**src/rtl/tx_fifo_feeder.sv**
```systemverilog
// -----------------------------------------------------------------------------
// tx_fifo_feeder
//
// Byte FIFO in front of a UART transmitter. Producers push bytes with i_wr;
// a two-state launcher pops one byte whenever the transmitter is idle, presents
// it on o_tx_data with a one-cycle o_tx_start pulse, and waits for
// i_tx_done_tick before launching the next one.
//
// Build option:
//   TX_FIFO_OVF_STICKY_EN  defined   : o_overflow latches on the first dropped
//                                      write and holds until reset.
//                          undefined : o_overflow is a one-cycle pulse per
//                                      dropped write.
//
// Ports:
//   i_clock         in   clock, rising edge
//   i_reset         in   asynchronous reset, active low
//   i_wr            in   write strobe, one byte per cycle
//   i_wr_data       in   byte to enqueue
//   o_full          out  registered, count == DEPTH
//   o_empty         out  registered, count == 0
//   o_count         out  registered number of stored bytes (0..DEPTH)
//   o_overflow      out  dropped-write indication
//   o_tx_start      out  registered one-cycle launch pulse
//   o_tx_data       out  registered byte for the transmitter
//   i_tx_done_tick  in   completion tick from the transmitter
//   o_busy          out  launcher is waiting for a completion tick
// -----------------------------------------------------------------------------
module tx_fifo_feeder #(
  parameter int DBIT      = 8,
  parameter int ADDR_BITS = 4
) (
  input  logic                 i_clock,
  input  logic                 i_reset,
  input  logic                 i_wr,
  input  logic [DBIT-1:0]      i_wr_data,
  output logic                 o_full,
  output logic                 o_empty,
  output logic [ADDR_BITS:0]   o_count,
  output logic                 o_overflow,
  output logic                 o_tx_start,
  output logic [DBIT-1:0]      o_tx_data,
  input  logic                 i_tx_done_tick,
  output logic                 o_busy
);

  localparam int DEPTH = 1 << ADDR_BITS;
  localparam logic [ADDR_BITS:0] DEPTH_CNT = (ADDR_BITS+1)'(DEPTH);

  typedef enum logic {
    IDLE,
    WAIT_DONE
  } state_t;

  state_t               state, state_next;
  logic                 pop;
  logic                 wr_ok;
  logic                 dropped;
  logic [ADDR_BITS-1:0] wr_ptr, rd_ptr;
  logic [ADDR_BITS:0]   count_next;
  logic [DBIT-1:0]      mem [DEPTH];

  // Full/empty are the registered flags, so a write arriving while full is
  // dropped even if a pop happens on the same edge.
  assign wr_ok   = i_wr & ~o_full;
  assign dropped = i_wr &  o_full;
  assign o_busy  = (state != IDLE);

  // ---------------------------------------------------------------- FSM
  // NOTE: non-blocking assignments in clocked blocks so every register
  // samples the pre-edge values of its neighbours.
  always_ff @(posedge i_clock or negedge i_reset) begin
    if (!i_reset) state <= IDLE;
    else          state <= state_next;
  end

  // NOTE: defaults first, so no path through the case leaves an output
  // unassigned and infers a latch.
  always_comb begin
    state_next = state;
    pop        = 1'b0;
    case (state)
      IDLE: begin
        // Done ticks are ignored here; only a non-empty FIFO launches.
        if (!o_empty) begin
          pop        = 1'b1;
          state_next = WAIT_DONE;
        end
      end
      WAIT_DONE: begin
        if (i_tx_done_tick) state_next = IDLE;
      end
      default: state_next = IDLE;
    endcase
  end

  // ---------------------------------------------------------------- count
  always_comb begin
    count_next = o_count;
    case ({wr_ok, pop})
      2'b10:   count_next = o_count + 1'b1;
      2'b01:   count_next = o_count - 1'b1;
      default: count_next = o_count;
    endcase
  end

  // ---------------------------------------------------------------- storage
  // NOTE: the array has no reset; clearing the pointers and count is what
  // discards queued bytes, and leaving the RAM unreset lets it map to memory.
  always_ff @(posedge i_clock) begin
    if (wr_ok) mem[wr_ptr] <= i_wr_data;
  end

  // ---------------------------------------------------------------- datapath
  always_ff @(posedge i_clock or negedge i_reset) begin
    if (!i_reset) begin
      wr_ptr     <= '0;
      rd_ptr     <= '0;
      o_count    <= '0;
      o_empty    <= 1'b1;
      o_full     <= 1'b0;
      o_tx_start <= 1'b0;
      o_tx_data  <= '0;
    end else begin
      // Pointers are exactly ADDR_BITS wide, so +1 wraps DEPTH-1 -> 0.
      if (wr_ok) wr_ptr <= wr_ptr + 1'b1;
      if (pop) begin
        rd_ptr    <= rd_ptr + 1'b1;
        o_tx_data <= mem[rd_ptr];
      end
      o_tx_start <= pop;
      o_count    <= count_next;
      o_empty    <= (count_next == '0);
      o_full     <= (count_next == DEPTH_CNT);
    end
  end

  // ---------------------------------------------------------------- overflow
  always_ff @(posedge i_clock or negedge i_reset) begin
    if (!i_reset) begin
      o_overflow <= 1'b0;
    end else begin
`ifdef TX_FIFO_OVF_STICKY_EN
      if (dropped) o_overflow <= 1'b1;
`else
      o_overflow <= dropped;
`endif
    end
  end

endmodule

```
**config.mk**
```make
export PLATFORM = sky130hd
export DESIGN_NAME = tx_fifo_feeder
export DESIGN_NICKNAME = d
export VERILOG_FILES = /design/src/rtl/tx_fifo_feeder.sv
export SDC_FILE = /design/constraint.sdc
export NUM_CORES = 1
export LEC_CHECK = 0
export ABC_AREA = 1
export CAP_MARGIN = 20
export CORE_ASPECT_RATIO = 0.75
export CORE_MARGIN = 2
export CORE_UTILIZATION = 55
export CTS_BUF_LIST = sky130_fd_sc_hd__clkbuf_16
export DETAILED_ROUTE_END_ITERATION = 10
export HOLD_SLACK_MARGIN = 0.03
export PLACE_DENSITY_LB_ADDON = 0.25
export SKIP_CTS_REPAIR_TIMING = 1
export SYNTH_ARGS = -nofsm -noshare
export SYNTH_HDL_FRONTEND = slang
export SYNTH_SLANG_ARGS = --single-unit
```
**constraint.sdc**
```tcl
create_clock -name i_clock -period 2.4 [get_ports i_clock]
set_input_delay 0.72 -clock i_clock [delete_from_list [all_inputs] [get_ports i_clock]]
set_output_delay 0.72 -clock i_clock [all_outputs]
set_load 0.01 [all_outputs]
```
Word-level counts from Yosys, hierarchy flattened
Memories as Yosys holds them, arrays and structs flattened. A register that Yosys moved wholly into a read port is not among the register bits.
Index checks and enable logic that the tools add are counted.
- $add $sub $neg: 4
- muxes and demuxes: 7
- bitwise gates (word level): 4
- reductions and logical operators: 2
- eq/ne operators: 3
- operator list (kind ; count):
    $pmux W5 S2 ; 1
    $add A4 B1 Y4 const B ; 2
    $add A5 B1 Y5 const B ; 1
    $eq A5 B5 Y1 const B ; 1
    $logic_not A5 Y1 ; 1
    $mux W1 ; 5
    $sub A5 B1 Y5 const B ; 1
    $and A1 B1 Y1 ; 2
    $eq A2 B1 Y1 const B ; 1
    $eq A2 B2 Y1 const B ; 1
    $not A1 Y1 ; 2
    $pmux W1 S2 ; 1
    $logic_not A1 Y1 ; 1
- bits in writable memories: 128
- input port bits: 12
- output and inout bits: 18
- register bits: 18
- word-level logic and storage cells: 29
- memories: 1
- memory list (memory ; words ; bits a word ; read ports ; clocked after Yosys merged registers in ; wr ports ; line ; text):
    mem ; 16 ; 8 ; 1 ; 1 ; 1 ; 61 ; logic [DBIT-1:0] mem [DEPTH];

Logic depth before layout (Yosys ltp)
Gate-level depths: netlist of run 1.
- depth after elaboration: 5
- depth in mapped cells: 17
- depth with buffers taken out: 17

Worst setup path after synthesis of run 1
No wires, ideal clock.
- kind: input port to flip-flop
- start point: input port i_wr
- end point: register o_full
- path buffers: 0
- slack: 354 ps
- stages on the path: 16
- arrival: 1928 ps
- data required time: 2283 ps
- setup time: 117 ps
- cells stage by stage: nand2_4 -> nand2_4 -> nand2_1 -> nand2_1 -> inv_2 -> ha_1 -> a21oi_1 -> inv_1 -> nand3_4 -> clkinv_1 -> nand3_1 -> nand3_1 -> nand2_1 -> nand2_2 -> inv_1 -> nor2_1
- word-level cells in the longest chain between the ends: 4
- elaborated cells between the ends (all ways): 5
- those cells by class: eq/ne (3); mux (1); bitwise (1)
- ends and longest elaborated chain (what ; line ; text):
    from (decl) ; 35 ; input logic i_wr,
    $and A1 B1 Y1 * ; 65 ; assign wr_ok = i_wr & ~o_full;
    $eq A2 B1 Y1 or $eq A2 B2 Y1 (tied branches) ; 100 ; case ({wr_ok, pop})
    $pmux W5 S2 * ; 100 ;
    named net count_next[4] ; 60 ; logic [ADDR_BITS:0] count_next;
    $eq A5 B5 Y1 * ; 134 ; o_full <= (count_next == DEPTH_CNT);
    to (signal assigned) ; 134 ;
    to (decl) ; 37 ; output logic o_full,
The timed path passes the listed nets; every way through them passes the cells marked *.
A chain may end at the register's enable or synchronous reset.

Worst setup path after layout of run 1
- start point: register o_empty
- end point: output port o_empty
- RTL lines (what ; line ; text):
    from (decl) ; 38 ; output logic o_empty,
    from (signal assigned) ; 133 ; o_empty <= (count_next == '0);
No word-level cell between the ends.

==> out/results.tsv, run 1 <==
metric	value	unit
status	finished clean	
cts_made_buffers	17	
cap_violations	0	
clkLatencyLatePin	0.42	ns
seq_area_frac_synth	71.5	%
die-area	0.0123	mm2
routed-via-count	4193	
power_leakage	2.72	nW
ys_ff_latch	154	
start_util	57.0	%
die_w	127	um
cp.buffers_inverters	1	
hp-class	reg2reg	
maxSlewHeadroom	52.4	%
clkTransAtPathRegs	0.06	ns
worst_slack	0.0962	ns
dpl_cell_area	0.00690	mm2
finalMaxSlewViolations	0	
wl_per_cell	20.5	um
gr-total-overflow	0	
final_area	0.00745	mm2
end_kind	output port	
reg2reg_slack	0.37	ns
grt_max_degree	68	
row_count	33	
crit_chain	clkdlybuf4s50_1	
drc_errors	0	
tns	0	ns
grt_pass1_wl	22600	um
powerDensity	1280	mW/mm2
drive_above_1_share	12.9	%
critPathMaxFanout	3	
syn_inst	500	
grt_pass1_vias	4113	
num_antenna_cells	0	
die_h	96.6	um
worstMarginPinSlew	0.712	ns
synth_fp_nets	519	
antenna_found_initial	0	
hold_violations	0	
cts.sinks	154	
finalSetupViolCount	0	
cts_root_buffer	clkbuf_16	
coreArea	0.0110	mm2
cts.htree.levels	4	
syn2layout_area_growth	18.6	%
ys_types	27	
yosys_warnings	0	
cts_tree	done	
pre_cts_ws	-0.240	ns
dp_hpwl	9050	um
nets	573	
fin_crit_sh	96.0	%
io_buffers	29	
slowest_delay	0.60	ns
ioPinCount	30	
drtPass1Iterations	6	
crit_family	flip-flops	
fmax	434	MHz
cts_buffer_depth	2	
cp.arrival	1.58	ns
crit_path_top_delay_cell	dfstp_2	
gp_congestion	0.847	
min_period	2.30	ns
finClkSkew	0.00783	ns
totalWireLength	14500	um
vdd_ir_drop_max	0.959	mV
syn_area	0.00628	mm2
crit_path_start_kind	flip-flop	
required	1.68	ns
grt_usage	25.4	%
drtAntennaViolNets	0	
rsz0062_at_grt	false	
syn_avg_cell_area	12.6	um2
routed_via_density	5.93	
dr.first_iter.drc_count	369	
critPathKind	reg2out	
[area by class of cell]
class                   instances  area (um2)
flip-flops and latches        154        4500
fillers                       789        3570
multi-input cells             298        1600
repair buffers                 59         541
clock buffers                  19         475
well taps                     140         175
inverters                      24        90.1
clock inverters                13        72.6
[flip-flops by register name, indices dropped and copies added, names as in the netlist]
register	count
rd_ptr	4
o_full	1
o_count	5
o_overflow	1
o_tx_data	8
o_empty	1
wr_ptr	4
mem	128
o_busy	1
o_tx_start	1
[cells in the final DEF, fill, tap and decap left out]
cell             instances
buf_4                   28
dfrtp_2                  1
clkinvlp_4               2
o221ai_1                32
xor2_2                   1
o21ai_0                 69
edfxtp_1               128
buf_12                   2
o21ai_1                  2
dfstp_2                  1
nand2_4                  3
nand4_1                  3
or2_1                    1
inv_6                    2
nor2_1                  85
inv_4                    1
clkinv_2                 3
dfrtp_1                 24
nor2_8                   1
nand3_4                  2
clkbuf_16               19
xnor2_1                  1
xor2_1                   7
ha_1                     7
o21ai_2                  1
clkdlybuf4s50_1         29
clkinv_1                 7
nand2_1                 55
inv_1                   19
inv_2                    3
nand3_1                 25
nand2_2                  2
a21oi_2                  1
[per-layer routing]
layer / up-vias / share of wire, % / global-route usage, %
met4: 0 / 1.9 / 10.3
met3: 26 / 5.9 / 6.00
met5: - / 0 / 0
met1: 2094 / 44 / 33.6
met2: 145 / 48 / 41.4
li1: 1928 / - / -
[power breakdown]
part	internal (mW)	switching [mW]	total, mW	leakage (nW)
Clock	1.43	1.01	2.44	0.275
Sequential	3.35	0.254	3.61	1.47
Combinational	1.27	2.26	3.53	0.973
Total	6.05	3.53	9.58	2.72
[worst paths after layout]
check                                         start                  endpoint  cells after the start
max                               o_empty$_DFF_PN1_                   o_empty                      1
min                        o_tx_data[2]$_DFFE_PN0P_  o_tx_data[2]$_DFFE_PN0P_                      2
max reg2reg                   rd_ptr[0]$_DFFE_PN0P_  o_tx_data[1]$_DFFE_PN0P_                      7
min reg2reg                o_tx_data[2]$_DFFE_PN0P_  o_tx_data[2]$_DFFE_PN0P_                      2
max in group asynchronous                   i_reset         o_empty$_DFF_PN1_                      2
min in group asynchronous                   i_reset  o_tx_data[1]$_DFFE_PN0P_                      2
[logic make-up (layout without fill, tap and decap cells)]
family | after synthesis | in the layout | synth area share [%]
buffers and inverters | 48 | 115 | 3.01
xor gates and xnor gates | 9 | 9 | 1.37
and+or+nand+nor | 177 | 177 | 12.4
adders and majority gates | 7 | 7 | 1.39
DFF | 154 | 154 | 71.5
AOI/OAI and AO/OA | 105 | 105 | 10.3
[Yosys cell counts (all sizes together)]
master  count  area (um2)
xnor2       1        8.76
buf         8        38.8
o221ai     32         280
nand2      60         253
inv        20        75.1
clkinv      4        15.0
nand3      27         160
dfrtp      25         626
or2         1        6.26
o21ai      72         364
ha          7        87.6
clkbuf     16        60.1
edfxtp    128        3840
nand4       3        18.8
nor2       86         339
a21oi       1        5.00
dfstp       1        26.3
xor2        8        77.6
[stage by stage]
| step | cells | hold WS (ns) | util (%) | total power, mW |
|---|---|---|---|---|
| after floorplan | 500 | 0.424 | - | 5.75 |
| after global placement | 675 | 0.468 | 62.6 | 7.00 |
| after detailed placement | 675 | 0.471 | 62.6 | 7.13 |
| after CTS | 707 | 0.487 | 67.6 | 9.58 |
| after global routing | 707 | 0.494 | 67.6 | 10.1 |
| final | 707 | 0.487 | 67.6 | 9.58 |
Power figures use the tool's default switching activity.
==> run 2: changes to the inputs <==
CORE_MARGIN = unset   (was 2)
SLEW_MARGIN = 40   (was unset)
==> out/results.tsv, run 2 (synthesis gave the netlist of run 1 again) <==
metric	value	unit	change
drtAntennaViolNets	0		unchanged
critPathMaxFanout	3		unchanged
row_count	33		unchanged
antenna_found_initial	0		unchanged
cts_tree	done		
clkLatencyLatePin	0.42	ns	about the same
grt_pass1_wl	22000	um	-2.8%
worstMarginPinSlew	0.771	ns	+0.0584 ns
hold_end	o_overflow$_DFF_PN0_		
holdWs	0.477	ns	-0.00955 ns
regMostFlops	mem		
dr.first_iter.drc_count	451		+22%
dpl_cell_area	0.00690	mm2	about the same
crit_chain	clkdlybuf4s50_1		
cap_violations	0		unchanged
gp_congestion	0.812		-4.1%
routed_via_density	5.94		+0.14%
final_common_cell	edfxtp_1		
crit_family	flip-flops		
cp.buffers_inverters	1		unchanged
reg2reg_to	o_full$_DFF_PN0_		
required	1.68	ns	about the same
dp_hpwl	8640	um	-4.6%
final_cell_mix	128 x edfxtp_1, 85 x nor2_1, 69 x o21ai_0, 55 x nand2_1, 32 x o221ai_1		
status	finished with violations		
drive_above_1_share	12.9	%	-0.023 points
grt_pass1_vias	4053		-1.5%
ioPinCount	30		unchanged
min_path_cells	2		unchanged
fmax	437	MHz	+0.69%
grt_usage	26.0	%	+0.61 points
r2r_cells	11		+4
power_leakage	2.75	nW	+1.2%
r2r_start	o_busy$_DFF_PN0_		
reg_top3	mem: 128 flops, o_tx_data: 8 flops, o_count: 5 flops		
vdd_ir_drop_max	0.638	mV	-33%
drtPass1Iterations	11		+5
die-area	0.0119	mm2	-3.6%
hold_violations	0		unchanged
worst_slack	0.112	ns	+0.0157 ns
finClkSkew	0.00642	ns	-0.00141 ns
syn2layout_area_growth	19.0	%	
totalWireLength	14300	um	-1.2%
largest_reg_flops	128		unchanged
critPathKind	reg2out		
start_util	57.0	%	unchanged
cp.arrival	1.57	ns	about the same
finalMaxSlewViolations	0		unchanged
finalSetupViolCount	0		unchanged
min_period	2.29	ns	-0.0157 ns
end_kind	output port		
clkTransAtPathRegs	0.06	ns	about the same
reg2reg_slack	0.27	ns	-0.10 ns
fin_crit_sh	95.3	%	-0.65 points
final_area	0.00748	mm2	+0.32%
die_h	94.6	um	-2.1%
rsz0062_at_grt	false		
hp-class	reg2reg		
violations	DRC		
grt_max_degree	68		unchanged
pre_cts_ws	-0.264	ns	-0.0239 ns
coreArea	0.0110	mm2	unchanged
cts_buffer_depth	2		unchanged
die_w	125	um	-1.6%
gr-total-overflow	0		unchanged
min_from	o_full$_DFF_PN0_		
num_antenna_cells	0		unchanged
crit_path_top_delay_cell	dfstp_2		
nets	574		+0.17%
cts.sinks	154		unchanged
slowest_delay	0.60	ns	about the same
cts.htree.levels	4		unchanged
crit_path_start_kind	flip-flop		
wl_per_cell	20.2	um	-1.4%
cts_made_buffers	17		unchanged
maxSlewHeadroom	48.5	%	-3.9 points
powerDensity	1290	mW/mm2	+0.51%
utilization	67.8	%	+0.22 points
io_buffers	29		unchanged
routed-via-count	4205		+0.29%
cts_root_buffer	clkbuf_16		
drc_errors	2		+2
run 2: cell count changes in the layout (fill, tap and decap cells not counted), moves of 2 or more:
| cell | previous run | this run |
|---|---|---|
| clkinv_1 | 7 | 5 |
| buf_4 | 28 | 30 |
| inv_6 | 2 | 0 |
| inv_1 | 19 | 22 |
| clkinvlp_4 | 2 | 0 |
| clkbuf_16 | 19 | 21 |
run 2: report_power, final:
group          internal (mW)  switching (mW)  total (mW)
combinational           1.23            2.28        3.51
sequential              3.35           0.250        3.60
clock                   1.54            1.00        2.54
run 2: layout make-up:
class	count	area, um2
Multi-Input combinational cell	298	1600
Clock buffer	21	526
Fill cell	744	3550
Timing Repair Buffer	60	536
Sequential cell	154	4500
Clock inverter	11	51.3
Inverter	24	90.1
Tap cell	140	175
run 2: routing by layer:
layer	global-route usage, %	vias up	wire length (um)
li1	-	1928	-
met1	35.6	2063	6190
met2	40.4	176	6660
met3	5.61	38	1090
met4	12.3	0	365
met5	0	-	0
run 2: worst max path at each step:
stage	slack, ns	endpoint	cells after the start	from
5_1_grt	0.07	o_empty	1	o_empty$_DFF_PN1_
4_1_cts	0.1	o_empty	1	o_empty$_DFF_PN1_
3_5_place_dp	-0.26	o_full$_DFF_PN0_	17	i_wr
6_report	0.11	o_empty	1	o_empty$_DFF_PN1_
3_3_place_gp	-0.20	o_full$_DFF_PN0_	17	i_wr
2_1_floorplan	0.35	o_full$_DFF_PN0_	16	i_wr
run 2: per-stage QoR:
step           instances  power (mW)  setup TNS (ns)
3_5_place_dp         676        7.09           -6.28
4_1_cts              708        9.63               0
6_report             708        9.66               0
2_1_floorplan        500        5.75               0
3_3_place_gp         676        6.96           -3.62
5_1_grt              708        10.2               0
run 2: tightest hold or removal path, stage by stage (launching register included):
cell and delay, ns:
dfrtp_1 0.35, nand2_1 0.06, inv_1 0.04
